### src/rtl/tlv5618_rx.sv
// TLV5618 3-wire write-interface responder: captures 16-bit frames and keeps DAC A/B/buffer registers.
// Optional TLV5618_RX_ERRCNT_EN adds a saturating discarded-frame counter on Err_Cnt.
module tlv5618_rx #(
  parameter int FRAME_BITS  = 16,
  parameter int DATA_W      = 12,
  parameter int SYNC_STAGES = 2
) (
  input  logic              Clk,
  input  logic              Rst_n,
  input  logic              DAC_CS_N,
  input  logic              DAC_SCLK,
  input  logic              DAC_DIN,
  output logic [DATA_W-1:0] DAC_A,
  output logic [DATA_W-1:0] DAC_B,
  output logic [DATA_W-1:0] BUF_DATA,
  output logic              SPD,
  output logic              PWR,
  output logic              Frame_Done,
`ifdef TLV5618_RX_ERRCNT_EN
  output logic              Frame_Err,
  output logic [7:0]        Err_Cnt
`else
  output logic              Frame_Err
`endif
);

  localparam int CNT_W = $clog2(FRAME_BITS + 2);

  typedef enum logic [1:0] {IDLE, SHIFT, COMMIT} state_t;

  state_t                  state_q, state_d;
  logic [SYNC_STAGES-1:0]  cs_sync_q, cs_sync_d;
  logic [SYNC_STAGES-1:0]  sclk_sync_q, sclk_sync_d;
  logic [SYNC_STAGES-1:0]  din_sync_q, din_sync_d;
  logic [SYNC_STAGES-1:0]  fill_q, fill_d;
  logic                    cs_prev_q, cs_prev_d;
  logic                    sclk_prev_q, sclk_prev_d;
  logic                    armed_q, armed_d;
  logic [CNT_W-1:0]        count_q, count_d;
  logic [FRAME_BITS-1:0]   shreg_q, shreg_d;
  logic [DATA_W-1:0]       dac_a_q, dac_a_d;
  logic [DATA_W-1:0]       dac_b_q, dac_b_d;
  logic [DATA_W-1:0]       buf_q, buf_d;
  logic                    spd_q, spd_d;
  logic                    pwr_q, pwr_d;
  logic                    done_q, done_d;
  logic                    err_q, err_d;
`ifdef TLV5618_RX_ERRCNT_EN
  logic [7:0]              err_cnt_q, err_cnt_d;
`endif

  logic cs_s, sclk_s, din_s, cs_fall, cs_rise, sclk_fall;
  logic r1, r0;

  always_comb begin
    cs_sync_d   = {cs_sync_q[SYNC_STAGES-2:0], DAC_CS_N};
    sclk_sync_d = {sclk_sync_q[SYNC_STAGES-2:0], DAC_SCLK};
    din_sync_d  = {din_sync_q[SYNC_STAGES-2:0], DAC_DIN};
    fill_d      = {fill_q[SYNC_STAGES-2:0], 1'b1};
    cs_s        = cs_sync_q[SYNC_STAGES-1];
    sclk_s      = sclk_sync_q[SYNC_STAGES-1];
    din_s       = din_sync_q[SYNC_STAGES-1];
    cs_prev_d   = cs_s;
    sclk_prev_d = sclk_s;
    // A real high CS_N sample must reach the last sync stage before a falling edge may open a frame.
    armed_d     = armed_q | (fill_q[SYNC_STAGES-1] & cs_s);
    cs_fall     = armed_q & cs_prev_q & ~cs_s;
    cs_rise     = ~cs_prev_q & cs_s;
    sclk_fall   = sclk_prev_q & ~sclk_s;
    r1          = shreg_q[FRAME_BITS-1];
    r0          = shreg_q[FRAME_BITS-4];

    state_d = state_q;
    count_d = count_q;
    shreg_d = shreg_q;
    dac_a_d = dac_a_q;
    dac_b_d = dac_b_q;
    buf_d   = buf_q;
    spd_d   = spd_q;
    pwr_d   = pwr_q;
    done_d  = 1'b0;
    err_d   = 1'b0;

    unique case (state_q)
      IDLE: begin
        if (cs_fall) begin
          state_d = SHIFT;
          count_d = '0;
          shreg_d = '0;
        end
      end
      SHIFT: begin
        if (cs_rise) begin
          // Outputs and pulse register on the edge that enters COMMIT.
          state_d = COMMIT;
          if (count_q == CNT_W'(FRAME_BITS) && !(r1 && r0)) begin
            unique case ({r1, r0})
              2'b00: begin
                dac_b_d = shreg_q[DATA_W-1:0];
                buf_d   = shreg_q[DATA_W-1:0];
              end
              2'b01: buf_d = shreg_q[DATA_W-1:0];
              default: begin
                dac_a_d = shreg_q[DATA_W-1:0];
                dac_b_d = buf_q;
              end
            endcase
            spd_d  = shreg_q[FRAME_BITS-2];
            pwr_d  = shreg_q[FRAME_BITS-3];
            done_d = 1'b1;
          end else begin
            err_d = 1'b1;
          end
        end else if (sclk_fall) begin
          shreg_d = {shreg_q[FRAME_BITS-2:0], din_s};
          if (count_q != CNT_W'(FRAME_BITS + 1)) count_d = count_q + CNT_W'(1);
        end
      end
      default: state_d = IDLE;
    endcase

`ifdef TLV5618_RX_ERRCNT_EN
    err_cnt_d = err_cnt_q;
    if (err_d && err_cnt_q != 8'hFF) err_cnt_d = err_cnt_q + 8'd1;
`endif
  end

  always_ff @(posedge Clk) begin
    if (!Rst_n) begin
      state_q     <= IDLE;
      cs_sync_q   <= '1;
      sclk_sync_q <= '1;
      din_sync_q  <= '0;
      fill_q      <= '0;
      cs_prev_q   <= 1'b1;
      sclk_prev_q <= 1'b1;
      armed_q     <= 1'b0;
      count_q     <= '0;
      shreg_q     <= '0;
      dac_a_q     <= '0;
      dac_b_q     <= '0;
      buf_q       <= '0;
      spd_q       <= 1'b0;
      pwr_q       <= 1'b0;
      done_q      <= 1'b0;
      err_q       <= 1'b0;
`ifdef TLV5618_RX_ERRCNT_EN
      err_cnt_q   <= '0;
`endif
    end else begin
      state_q     <= state_d;
      cs_sync_q   <= cs_sync_d;
      sclk_sync_q <= sclk_sync_d;
      din_sync_q  <= din_sync_d;
      fill_q      <= fill_d;
      cs_prev_q   <= cs_prev_d;
      sclk_prev_q <= sclk_prev_d;
      armed_q     <= armed_d;
      count_q     <= count_d;
      shreg_q     <= shreg_d;
      dac_a_q     <= dac_a_d;
      dac_b_q     <= dac_b_d;
      buf_q       <= buf_d;
      spd_q       <= spd_d;
      pwr_q       <= pwr_d;
      done_q      <= done_d;
      err_q       <= err_d;
`ifdef TLV5618_RX_ERRCNT_EN
      err_cnt_q   <= err_cnt_d;
`endif
    end
  end

  assign DAC_A      = dac_a_q;
  assign DAC_B      = dac_b_q;
  assign BUF_DATA   = buf_q;
  assign SPD        = spd_q;
  assign PWR        = pwr_q;
  assign Frame_Done = done_q;
  assign Frame_Err  = err_q;
`ifdef TLV5618_RX_ERRCNT_EN
  assign Err_Cnt    = err_cnt_q;
`endif

endmodule

### config.mk
export PLATFORM = sky130hd
export DESIGN_NAME = tlv5618_rx
export DESIGN_NICKNAME = d
export VERILOG_FILES = /design/src/rtl/tlv5618_rx.sv
export SDC_FILE = /design/constraint.sdc
export NUM_CORES = 1
export LEC_CHECK = 0
export CAP_MARGIN = 20
export CORE_MARGIN = 2
export CORE_UTILIZATION = 41
export DETAILED_ROUTE_END_ITERATION = 10
export MAX_ROUTING_LAYER = met4
export PLACE_DENSITY = 0.63
export SLEW_MARGIN = 0
export SYNTH_ARGS = -nofsm -noshare
export SYNTH_HDL_FRONTEND = slang
export SYNTH_SLANG_ARGS = --single-unit
### constraint.sdc
create_clock -name Clk -period 2 [get_ports Clk]
set_clock_uncertainty 0.1 [all_clocks]
set_input_delay 0.6 -clock Clk [delete_from_list [all_inputs] [get_ports Clk]]
set_output_delay 0.6 -clock Clk [all_outputs]
set_load 0.005 [all_outputs]
# ---- Word level (Yosys, flattened, before mapping)
# Index checks and enable logic that the tools add are counted.
dict set report classes {
  n_addsub 1
  eq_ne 9
  muxes 16
  bitwise_logic 11
  n_reduce_logical 15
}
# operator n
set op_table {}
lappend op_table {{16-bit 2-to-1 mux} 3}
lappend op_table {{16-bit case mux with 2 select lines} 1}
lappend op_table {{12-bit case mux with 2 select lines} 1}
lappend op_table {{5-bit 2-to-1 mux} 4}
lappend op_table {{4-bit AND reduction} 4}
lappend op_table {{2-bit inequality test (second input constant)} 5}
lappend op_table {{5-bit case mux with 2 select lines} 1}
lappend op_table {{3-bit AND reduction} 2}
lappend op_table {{5-bit by 1-bit adder with 5-bit output (second input constant)} 1}
lappend op_table {{1-bit bitwise AND} 5}
lappend op_table {{5-bit == test (second input constant)} 1}
lappend op_table {{5-bit inequality test (second input constant)} 1}
lappend op_table {{1-bit NOT} 5}
lappend op_table {{5-bit AND reduction} 1}
lappend op_table {{2-bit by 1-bit == test with 1-bit output (second input constant)} 2}
lappend op_table {{2-bit logical NOT} 2}
lappend op_table {{2-bit 2-to-1 mux} 2}
lappend op_table {{2-bit case mux with 2 select lines} 1}
lappend op_table {{1-bit 2-to-1 mux} 3}
lappend op_table {{1-bit logical AND} 2}
lappend op_table {{2-bit AND reduction} 1}
lappend op_table {{2-bit nonzero test} 1}
lappend op_table {{2-bit OR reduction} 1}
lappend op_table {{1-bit logical NOT} 1}
lappend op_table {{1-bit bitwise OR} 1}
dict set report word_totals {
  ff_bits 74
  input_bits 5
  out_inout_bits 40
}

# ---- Logic depth before layout (Yosys ltp)
dict set report logic_depth {
  ltp_word 5
  depth_mapped 8
  depth_no_buf 6
}

# ---- Worst setup path after synthesis
# OpenSTA, ideal clock, no wires.
dict set report synth_timing {
  path_kind {input -> register}
  start {in Rst_n}
  end {reg count_q[3]}
  setup_time_ns 0.069
  t_arrival_ns 1.538
  required_time_ns 1.831
  setup_slack_ns 0.294
  cell_stages 4
  n_path_buf 1
  path_cell_list {clkbuf_1 -> clkinv_1 -> or4_1 -> o21ai_1}
}
# item line_no
set synth_rtl {}
lappend synth_rtl {{from (decl)} 9} ;# input logic Rst_n,
lappend synth_rtl {{to (signal assigned)} 159} ;# count_q <= count_d;
lappend synth_rtl {{to (decl)} 39} ;# logic [CNT_W-1:0] count_q, count_d;

# ---- Worst setup path after layout
dict set report layout_timing {
  start {reg dac_b_q[7] (netlist: DAC_B[7])}
  end {out DAC_B[7]}
}
# item line_no
set layout_rtl {}
lappend layout_rtl {{from (decl)} 42} ;# logic [DATA_W-1:0] dac_b_q, dac_b_d;
lappend layout_rtl {{from (signal assigned)} 141} ;# dac_b_q <= '0;
lappend layout_rtl {{from (signal assigned)} 162} ;# dac_b_q <= dac_b_d;
lappend layout_rtl {{to (decl)} 14} ;# output logic [DATA_W-1:0] DAC_B,
# No word-level cell between the ends.

==> results.toml <==
[run_status]
outcome = "complete, no violations"

[placed_design]
port_buffers = 44
routabilityCongestion = 0.818
numPlacedInstances = 438
detailedPlacementHpwl_mm = 3.99

[timing]
final_hold_viol_count = 0
worst-slew-pin-transition_ps = 513
grt_setup_unrepaired = "no"
finalMaxSlewViolations = 0
fin_crit_ps = 1950
fmax_mhz = 513
finalSetupViolCount = 0
fin_crit_sh_pct = 97.5
max_slew_headroom_pct = 65.8
setup_total_negative_slack_ps = 0

[die]
row_count = 30
chip_width_um = 88.1
core_area_sq_um = 6830
io_pins = 45
start_util_pct = 42.5
fp.dieH_um = 88.1
design.die.area_sq_um = 7770

[yosys]
yosys_warnings = 0
number_of_synthesized_register_bits = 74
synth-edff-count = 0
post_synth_inst_count = 309
ys.flop_type = "sky130_fd_sc_hd__dfxtp_1"
synthArstFlopShare_pct = 0
synth_seq_area_share_pct = 51.0
syn_nets = 317
synth_cell_types = 43
synth.cell_area_sq_um = 2900
syn_avg_cell_area_sq_um = 9.39

[critical_path]
reg2reg_to = "count_q[3]"
crit_arrival_ps = 1250
path_cells = "clkdlybuf4s50_1"
critical_path.top_delay_family = "buffers and inverters"
worstPathBufferInverterCount = 1
cp_max_fo = 2
reg2regPathDepth = 6
rr_startpoint = "count_q[1]"
crit_path_top_delay_cell = "sky130_fd_sc_hd__clkdlybuf4s50_1"
cp_slowest_stage_delay_ps = 520
timing.critical_path.from_type = "flip-flop"
required_ps = 1300
setup.worst_path.class = "reg2out"
cp-end-kind = "primary output"
setup.worst_path.start = "DAC_B[7]"
setup.reg_to_reg.worst_slack_ps = 310

[power]
vdd_drop_max_mv = 0.391
fin_total_pwr_mw = 2.96
power_density_nw_per_um2 = 805
total_leakage_power_nw = 1.31

[hold_path]
worst_hold_path.num_cells = 1
worst_hold_path.endpoint = "sclk_sync_q[1]"
worstHoldPathType = "reg2reg"
min-delay-start = "sclk_sync_q[0]"

[clock_network]
ctsRootBufferMaster = "sky130_fd_sc_hd__clkbuf_8"
tritoncts = "yes"
h_tree_levels = 3
cts.clk_slew.worst_paths_ps = 80
clock_tree.buffer_depth = 2
worstSkewPairLatency_ps = 350
cts_hold_buffers = 0
cts.sinks = 74
post_cts_resized = 0
cts_setup_buffers = 0
cts-buffers-inserted = 9

[routing]
drt-total-wl_mm = 5.91
avgViaCountPerCell = 5.00
drt-initial-drc-count = 121
postRouteAntennaNets = 0
num_vias = 2271
avgRoutedWirePerCell_um = 13.0
drt_pass1_iterations = 4
drt_drc_violations_left = 0

[final_layout]
n_antenna_cell = 0
nets = 361
post_route_cells_drive_above_1_share_pct = 14.0
stdcell_count = 454
area_growth_pct = 26.7

[grt]
groute.usage.overall_pct = 16.7
overflow = 0
antenna_found_initial = 0
number_of_global_route_vias_before_repair = 2045
grt_max_degree = 52
grt_pass1_wl_mm = 9.74

[flow_run]
maxCapViolations = 0
-- through the flow --
| step | utilization, % | area (sq um) | setup slack [ps] | hold WS [ps] |
|---|---|---|---|---|
| floorplan | - | 2900 | 294 | 286 |
| global placement | 50.2 | 3430 | 349 | 295 |
| detailed placement | 50.2 | 3430 | 304 | 297 |
| CTS | 53.8 | 3680 | 16.1 | 316 |
| global route | 53.8 | 3680 | 2.28 | 352 |
| finish | 53.8 | 3680 | 49.1 | 312 |
-- power breakdown --
group / total, mW / internal (mW) / switching, mW
combinational: 0.0552 / 0.0186 / 0.0366
clock: 1.42 / 0.839 / 0.582
sequential: 1.49 / 1.48 / 0.00401
total: 2.96 / 2.34 / 0.623
-- cell usage in the layout, fill, tap and decap left out, types with 2 or more instances in the layout --
master,n
sky130_fd_sc_hd__clkdlybuf4s50_1,43
sky130_fd_sc_hd__nand3_1,43
sky130_fd_sc_hd__nand3b_1,3
sky130_fd_sc_hd__nand4_1,3
sky130_fd_sc_hd__and4bb_4,2
sky130_fd_sc_hd__buf_4,11
sky130_fd_sc_hd__a211oi_1,5
sky130_fd_sc_hd__nor2_1,11
sky130_fd_sc_hd__nand2b_1,7
sky130_fd_sc_hd__nand2_1,33
sky130_fd_sc_hd__a21oi_1,20
sky130_fd_sc_hd__clkbuf_8,9
sky130_fd_sc_hd__nor2_2,8
sky130_fd_sc_hd__a211oi_2,8
sky130_fd_sc_hd__and3_1,2
sky130_fd_sc_hd__dfxtp_1,73
sky130_fd_sc_hd__mux2i_1,14
sky130_fd_sc_hd__bufinv_16,3
sky130_fd_sc_hd__ha_1,3
sky130_fd_sc_hd__inv_6,2
sky130_fd_sc_hd__o21ai_0,24
sky130_fd_sc_hd__and2_1,5
sky130_fd_sc_hd__inv_1,2
-- area by class of cell --
type,instances,area [sq um]
multi-input combinational,209,1280
clock buffer,9,124
timing repair buffer,56,538
inverter,3,11.3
fill,659,3150
clock inverter,7,124
tap,96,120
sequential,74,1480
-- worst max-delay path by stage --
stage	slack (ps)	cells after the start	to
floorplan	290	4	count_q[3]
global placement	350	6	count_q[3]
detailed placement	300	7	DAC_B[0]
CTS	20	1	DAC_B[10]
global route	2	1	BUF_DATA[6]
finish	50	1	DAC_B[7]
-- kinds of logic after synthesis --
family	synth area share, %
compound gates	14.5
mux	4.83
simple gates	23.4
fa+ha+maj	1.29
buf+inv	4.91
flops	51.0
-- registers in the layout (all words and copies together), names as in the netlist --
| register | flops |
|---|---|
| state_q | 2 |
| Frame_Done | 1 |
| shreg_q | 16 |
| armed_q | 1 |
| din_sync_q | 2 |
| PWR | 1 |
| cs_prev_q | 1 |
| Frame_Err | 1 |
| sclk_sync_q | 2 |
| DAC_A | 12 |
| BUF_DATA | 12 |
| count_q | 5 |
| fill_q | 2 |
| DAC_B | 12 |
| SPD | 1 |
| cs_sync_q | 2 |
| sclk_prev_q | 1 |
-- Yosys cell counts, types with 2 or more instances --
cell / n / area (sq um)
sky130_fd_sc_hd__nand3b_1: 3 / 22.5
sky130_fd_sc_hd__buf_4: 2 / 15.0
sky130_fd_sc_hd__dfxtp_1: 74 / 1480
sky130_fd_sc_hd__a211oi_2: 8 / 100
sky130_fd_sc_hd__and4bb_4: 2 / 32.5
sky130_fd_sc_hd__o21ai_0: 24 / 120
sky130_fd_sc_hd__buf_6: 2 / 22.5
sky130_fd_sc_hd__clkbuf_1: 10 / 37.5
sky130_fd_sc_hd__a211oi_1: 5 / 37.5
sky130_fd_sc_hd__mux2i_1: 14 / 140
sky130_fd_sc_hd__nand2_1: 33 / 124
sky130_fd_sc_hd__and3_1: 2 / 12.5
sky130_fd_sc_hd__ha_1: 3 / 37.5
sky130_fd_sc_hd__nand2b_1: 7 / 43.8
sky130_fd_sc_hd__nor2_2: 8 / 50.1
sky130_fd_sc_hd__buf_2: 5 / 25.0
sky130_fd_sc_hd__nand4_1: 3 / 18.8
sky130_fd_sc_hd__nand3_1: 43 / 215
sky130_fd_sc_hd__nor2_1: 11 / 41.3
sky130_fd_sc_hd__buf_1: 3 / 11.3
sky130_fd_sc_hd__a21oi_1: 20 / 100
sky130_fd_sc_hd__and2_1: 5 / 31.3
sky130_fd_sc_hd__inv_1: 2 / 7.51
-- routing by layer --
layer	global-route usage (%)	vias to the layer above	wire [um]	share of wire (%)
li1	-	1173	-	-
met1	23.0	1036	3030	51
met2	23.3	51	2500	42
met3	3.58	11	250	4.2
met4	7.85	0	123	2.1
met5	-	-	0	0
Note: power is estimated with default switching activity, not from simulation.
==> patch 1: new RTL, same flow settings <==
`SYNC_STAGES`: 2 -> 4.
--- a/src/rtl/tlv5618_rx.sv
+++ b/src/rtl/tlv5618_rx.sv
@@ -3,7 +3,7 @@
 module tlv5618_rx #(
   parameter int FRAME_BITS  = 16,
   parameter int DATA_W      = 12,
-  parameter int SYNC_STAGES = 2
+  parameter int SYNC_STAGES = 4
 ) (
   input  logic              Clk,
   input  logic              Rst_n,
Check against the original RTL: not equivalent (Yosys sat finds a counterexample within 10 cycles, from zero or initial values and one cycle with Rst_n low).
==> patch 1 against the original RTL <==
Count of clock-buffer cells in the layout did not move; synthesized cell count fell by 1.9%; total power down 1.8%; critical path depth did not move; worst setup slack worse by 4.2 ps; sequential cell count increased by 8; first-iteration DRC count increased by 31%; final area is 1.4% higher; die area is 2.2% higher; cell count shrank 0.66%; sequential power grew 11%; wire length grew 3.9%; synthesized area rose by 2.3%; largest power group unchanged.
==> patch 1: results (changes against the original RTL) <==
Finish
  – Share of post-route cells with drive strength above 1: 10.2% (was 14.0%)
  – Final nets: 355 (was 361)
  – ANT cells: 0 (unchanged)
  – Max FFs per register: 16 (unchanged)
  – Most flop-heavy register: shreg_q (unchanged)

Logic synthesis
  – Synth Net Count: 311 (was 317)
  – Yosys cell types: 35 (was 43)
  – Synth top area cells: dfxtp_1 55%, nand3_1 4.9%, mux2i_1 4.7% (was dfxtp_1 51%, nand3_1 7.4%, mux2i_1 4.8%)
  – Synth warn: 0 (unchanged)
  – Predominant post-synthesis flop cell: dfxtp_1 (unchanged)
  – Synth top cells by count: 82 x dfxtp_1, 35 x nor2_1, 29 x nand3_1, 27 x o21ai_0 (was 74 x dfxtp_1, 43 x nand3_1, 33 x nand2_1, 24 x o21ai_0, 20 x a21oi_1)
  – Seq/Total Area, Yosys: 55.3% (was 51.0%)
  – Ys async rst share: 0% (unchanged)

Critical path
  – Reg2Reg Depth: 4 (was 6)
  – Worst Setup SP: BUF_DATA[9] (was DAC_B[7])
  – Critical path's top delay family: buffers and inverters (unchanged)
  – CP endpoint: BUF_DATA[9] (was DAC_B[7])
  – Slowest stage delay, CP: 520 ps (about the same)
  – CP max-delay cell: clkdlybuf4s50_1 (unchanged)
  – RR Endpoint: count_q[1] (was count_q[3])
  – R2r setup slk: 210 ps (was 310 ps)
  – CP max FO: 3 (was 2)
  – Critical path arrival: 1260 ps
  – FF-to-FF Start: cs_prev_q (was count_q[1])

Power and ir drop
  – VDD IR max: 737 uV (was 391 uV)
  – Lkg Pwr: 1.38 nW (was 1.31 nW)

Global routing
  – Number of global-route vias before repair: 2093 (was 2045)
  – Initial antenna violation count: 0 (unchanged)
  – Gr usage total: 17.5% (was 16.7%)
  – Largest net degree at the start of global routing: 31 (was 52)
  – First-pass GRT wire length: 10200 microns (was 9740 microns)

Clocking
  – Latest clock arrival within the worst-skew pair: 350 ps (about the same)
  – Root Driver: clkbuf_8 (unchanged)
  – Clk buf depth: 2 (unchanged)
  – Num CTS Buffers: 9 (unchanged)
  – Post-CTS Setup Repair Bufs: 0 (unchanged)
  – Post-cts gate resize count: 0 (unchanged)
  – Clock transition at path regs: 80 ps (about the same)
  – H-tree depth: 3 (unchanged)

Route
  – Vias: 2274 (was 2271)
  – Iteration count of the initial detailed-routing pass: 4 (unchanged)
  – Routed Wire Length: 6140 microns (was 5910 microns)
  – Starting DRT DRC Count: 158 (was 121)

Status
  – Outcome: complete, no violations (unchanged)

Hold path
  – Sink of the worst hold path: sclk_sync_q[3] (was sclk_sync_q[1])
  – Worst hold start: sclk_sync_q[2] (was sclk_sync_q[0])
  – Worst Hold Path Cells: 1 (unchanged)
  – Worst hold path type: reg -> reg (unchanged)

Timing
  – Hold WS: 311 ps (was 312 ps)
  – Headroom to the max-slew limit: 74.8% (was 65.8%)

Place
  – GPL Wtd Cong: 0.842 (was 0.818)
  – Port bufs: 44 (unchanged)
  – Dpl hpwl: 4160 microns (was 3990 microns)
-- patch 1: metal layers --
layer  vias to the layer above  GRT usage, %  wire length (microns)
li1                       1164             -                      -
met1                      1051          23.8                   3050
met2                        50          25.3                   2740
met3                         9          4.16                    249
met4                         0          6.92                     92
met5                         -             -                      0
-- patch 1: cell families (layout without fill, tap and decap cells) --
| kind of cell | Yosys count | in the layout | share of synthesized area [%] |
|---|---|---|---|
| DFF | 82 | 82 | 55.3 |
| muxes | 14 | 14 | 4.72 |
| adders and majority gates | 3 | 3 | 1.26 |
| buffers and inverters | 25 | 74 | 3.75 |
| AOI/OAI and AO/OA | 68 | 68 | 15.6 |
| and+or+nand+nor | 111 | 111 | 19.4 |
-- patch 1: cell type report --
| type | count | area [sq um] |
|---|---|---|
| Sequential cell | 82 | 1650 |
| Tap cell | 99 | 124 |
| Inverter | 4 | 15.0 |
| Multi-Input combinational cell | 196 | 1220 |
| Timing Repair Buffer | 54 | 526 |
| Clock buffer | 9 | 124 |
| Clock inverter | 7 | 77.6 |
| Fill cell | 699 | 3410 |
-- patch 1: through the flow --
step / util (%) / power (mW) / instance area (sq um) / setup WS, ps / std cells
2_1_floorplan: - / 1.72 / 2970 / 337 / 303
3_3_place_gp: 49.3 / 1.74 / 3520 / 153 / 435
3_5_place_dp: 49.3 / 1.74 / 3520 / 29.5 / 435
4_1_cts: 52.2 / 2.93 / 3720 / 3.31 / 451
5_1_grt: 52.3 / 3.01 / 3730 / 3.74 / 451
6_report: 52.3 / 2.91 / 3730 / 44.9 / 451
-- patch 1: report_power, final --
group / internal [mW] / switching (mW) / leakage (nW)
clock: 0.587 / 0.620 / 0.100
combinational: 0.0211 / 0.0336 / 0.619
sequential: 1.64 / 0.00380 / 0.665
==> patch 2: new RTL, config.mk and constraints unchanged <==
Without the edit above. Put one more register stage on the output `Frame_Err`. The value now appears one clock later. The other outputs are not delayed to match.
--- a/src/rtl/tlv5618_rx.sv
+++ b/src/rtl/tlv5618_rx.sv
@@ -177,7 +177,9 @@
   assign SPD        = spd_q;
   assign PWR        = pwr_q;
   assign Frame_Done = done_q;
-  assign Frame_Err  = err_q;
+  always_ff @(posedge Clk) begin
+    Frame_Err <= err_q;
+  end
 `ifdef TLV5618_RX_ERRCNT_EN
   assign Err_Cnt    = err_cnt_q;
 `endif
Check against the original RTL: not equivalent (Yosys sat finds a counterexample within 10 cycles, from zero or initial values and one cycle with Rst_n low).
==> patch 2 against the original RTL <==
Die area up 0.66%; non-clock buffer count down 2; combinational power up 4.7%; sequential share of layout area up 1.2 points; wire length up 1.7%; synthesized cell count up 0.32%; total power down 13%; final area down 1.6%; worst setup slack better by 16 ps; sequential cell count up 1; worst hold slack worse by 66 ps; synthesized area up 0.69%; via count up 0.97%; critical endpoint is now DAC_B[8]; largest cell class unchanged.
==> patch 2: results (changes against the original RTL) <==
Logic synthesis
  – Seq/Total Area, Yosys: 51.4% (was 51.0%)
  – Yosys cell types: 43 (unchanged)
  – Syn Inst Count: 310 (was 309)
  – Synth top cells by count: 75 x dfxtp_1, 43 x nand3_1, 33 x nand2_1, 24 x o21ai_0, 20 x a21oi_1 (was 74 x dfxtp_1, 43 x nand3_1, 33 x nand2_1, 24 x o21ai_0, 20 x a21oi_1)
  – Synth top area cells: dfxtp_1 51%, nand3_1 7.4%, mux2i_1 4.8% (unchanged)
  – Synth Net Count: 318 (was 317)

Critical path
  – Critical path arrival: 1230 ps (was 1250 ps)
  – Reg2Reg Depth: 4 (was 6)
  – FF-to-FF Start: cs_sync_q[1] (was count_q[1])

Hold path
  – Sink of the worst hold path: Frame_Err (was sclk_sync_q[1])
  – Worst Hold Path Cells: 0 (was 1)
  – Worst hold start: err_q (was sclk_sync_q[0])

Status
  – Outcome: complete, no violations (unchanged)

Power and ir drop
  – Lkg Pwr: 1.29 nW (was 1.31 nW)
  – VDD IR max: 401 uV (was 391 uV)

Finish
  – Share of post-route cells with drive strength above 1: 12.6% (was 14.0%)
  – Fill cells: 682 (was 659)
  – Final nets: 360 (was 361)

Global routing
  – Largest net degree at the start of global routing: 43 (was 52)
  – Gr usage total: 17.7% (was 16.7%)
  – Number of global-route vias before repair: 2116 (was 2045)
  – M2 GR Usage: 26.0% (was 23.3%)
  – Met1 Usage GRT: 23.1% (was 23.0%)
  – First-pass GRT wire length: 10300 microns (was 9740 microns)

Route
  – Iteration count of the initial detailed-routing pass: 5 (was 4)
  – M1 wire length: 2950 microns (was 3030 microns)
  – Starting DRT DRC Count: 123 (was 121)
  – WL met3: 279 microns (was 250 microns)
  – Vias: 2293 (was 2271)

Place
  – Placed Cells incl. Taps: 437 (was 438)
  – GPL Wtd Cong: 0.787 (was 0.818)
  – Placed cell area: 0.00345 sq mm (was 0.00343 sq mm)
  – Dpl hpwl: 4060 microns (was 3990 microns)

Timing
  – Hold WS: 246 ps (was 312 ps)
[patch 2: cell count changes in the layout (fill, tap and decap cells not counted), moves of 2 or more]
| cell | delta |
|---|---|
| clkbuf_1 | +2 |
| clkinv_2 | +2 |
| bufinv_16 | -3 |
| buf_4 | -3 |
| dfxtp_1 | +2 |
| inv_6 | -2 |
[patch 2: logic make-up (layout without fill, tap and decap cells)]
group | after synthesis | in the layout | share of synthesized area [%]
simple gates | 127 | 127 | 23.3
flops | 75 | 75 | 51.4
compound gates | 65 | 65 | 14.4
buf+inv | 26 | 73 | 4.88
mux | 14 | 14 | 4.79
fa+ha+maj | 3 | 3 | 1.28
[patch 2: cell type report]
class | count | area (sq um) | share of cell area, %
inverters | 3 | 11.3 | 0.311
clock buffers | 12 | 145 | 4.01
well taps | 96 | 120 | 3.32
multi-input cells | 209 | 1280 | 35.3
repair buffers | 54 | 538 | 14.9
flip-flops and latches | 75 | 1500 | 41.5
clock inverters | 4 | 26.3 | 0.726
[patch 2: worst max path at each step]
stage,startpoint,end,slack (ps)
2_1_floorplan,Rst_n,count_q[3],290
3_3_place_gp,Rst_n,count_q[3],270
3_5_place_dp,Rst_n,count_q[3],260
4_1_cts,BUF_DATA[3],BUF_DATA[3],40
5_1_grt,DAC_B[7],DAC_B[7],2
6_report,DAC_B[8],DAC_B[8],70
[patch 2: timing repair]
action / in CTS / in global routing
buffers inserted: 0 / 0
endpoints found under the setup margin: 0 / 1
hold buffers: 0 / 0
gates resized for setup: 0 / 1
endpoints found under the hold margin: 0 / 0
[patch 2: report_power, final]
part / switching [mW] / leakage [nW] / internal, mW
clock network: 0.541 / 0.0863 / 0.483
logic: 0.0370 / 0.601 / 0.0208
registers: 0.00436 / 0.606 / 1.50
total: 0.583 / 1.29 / 2.01
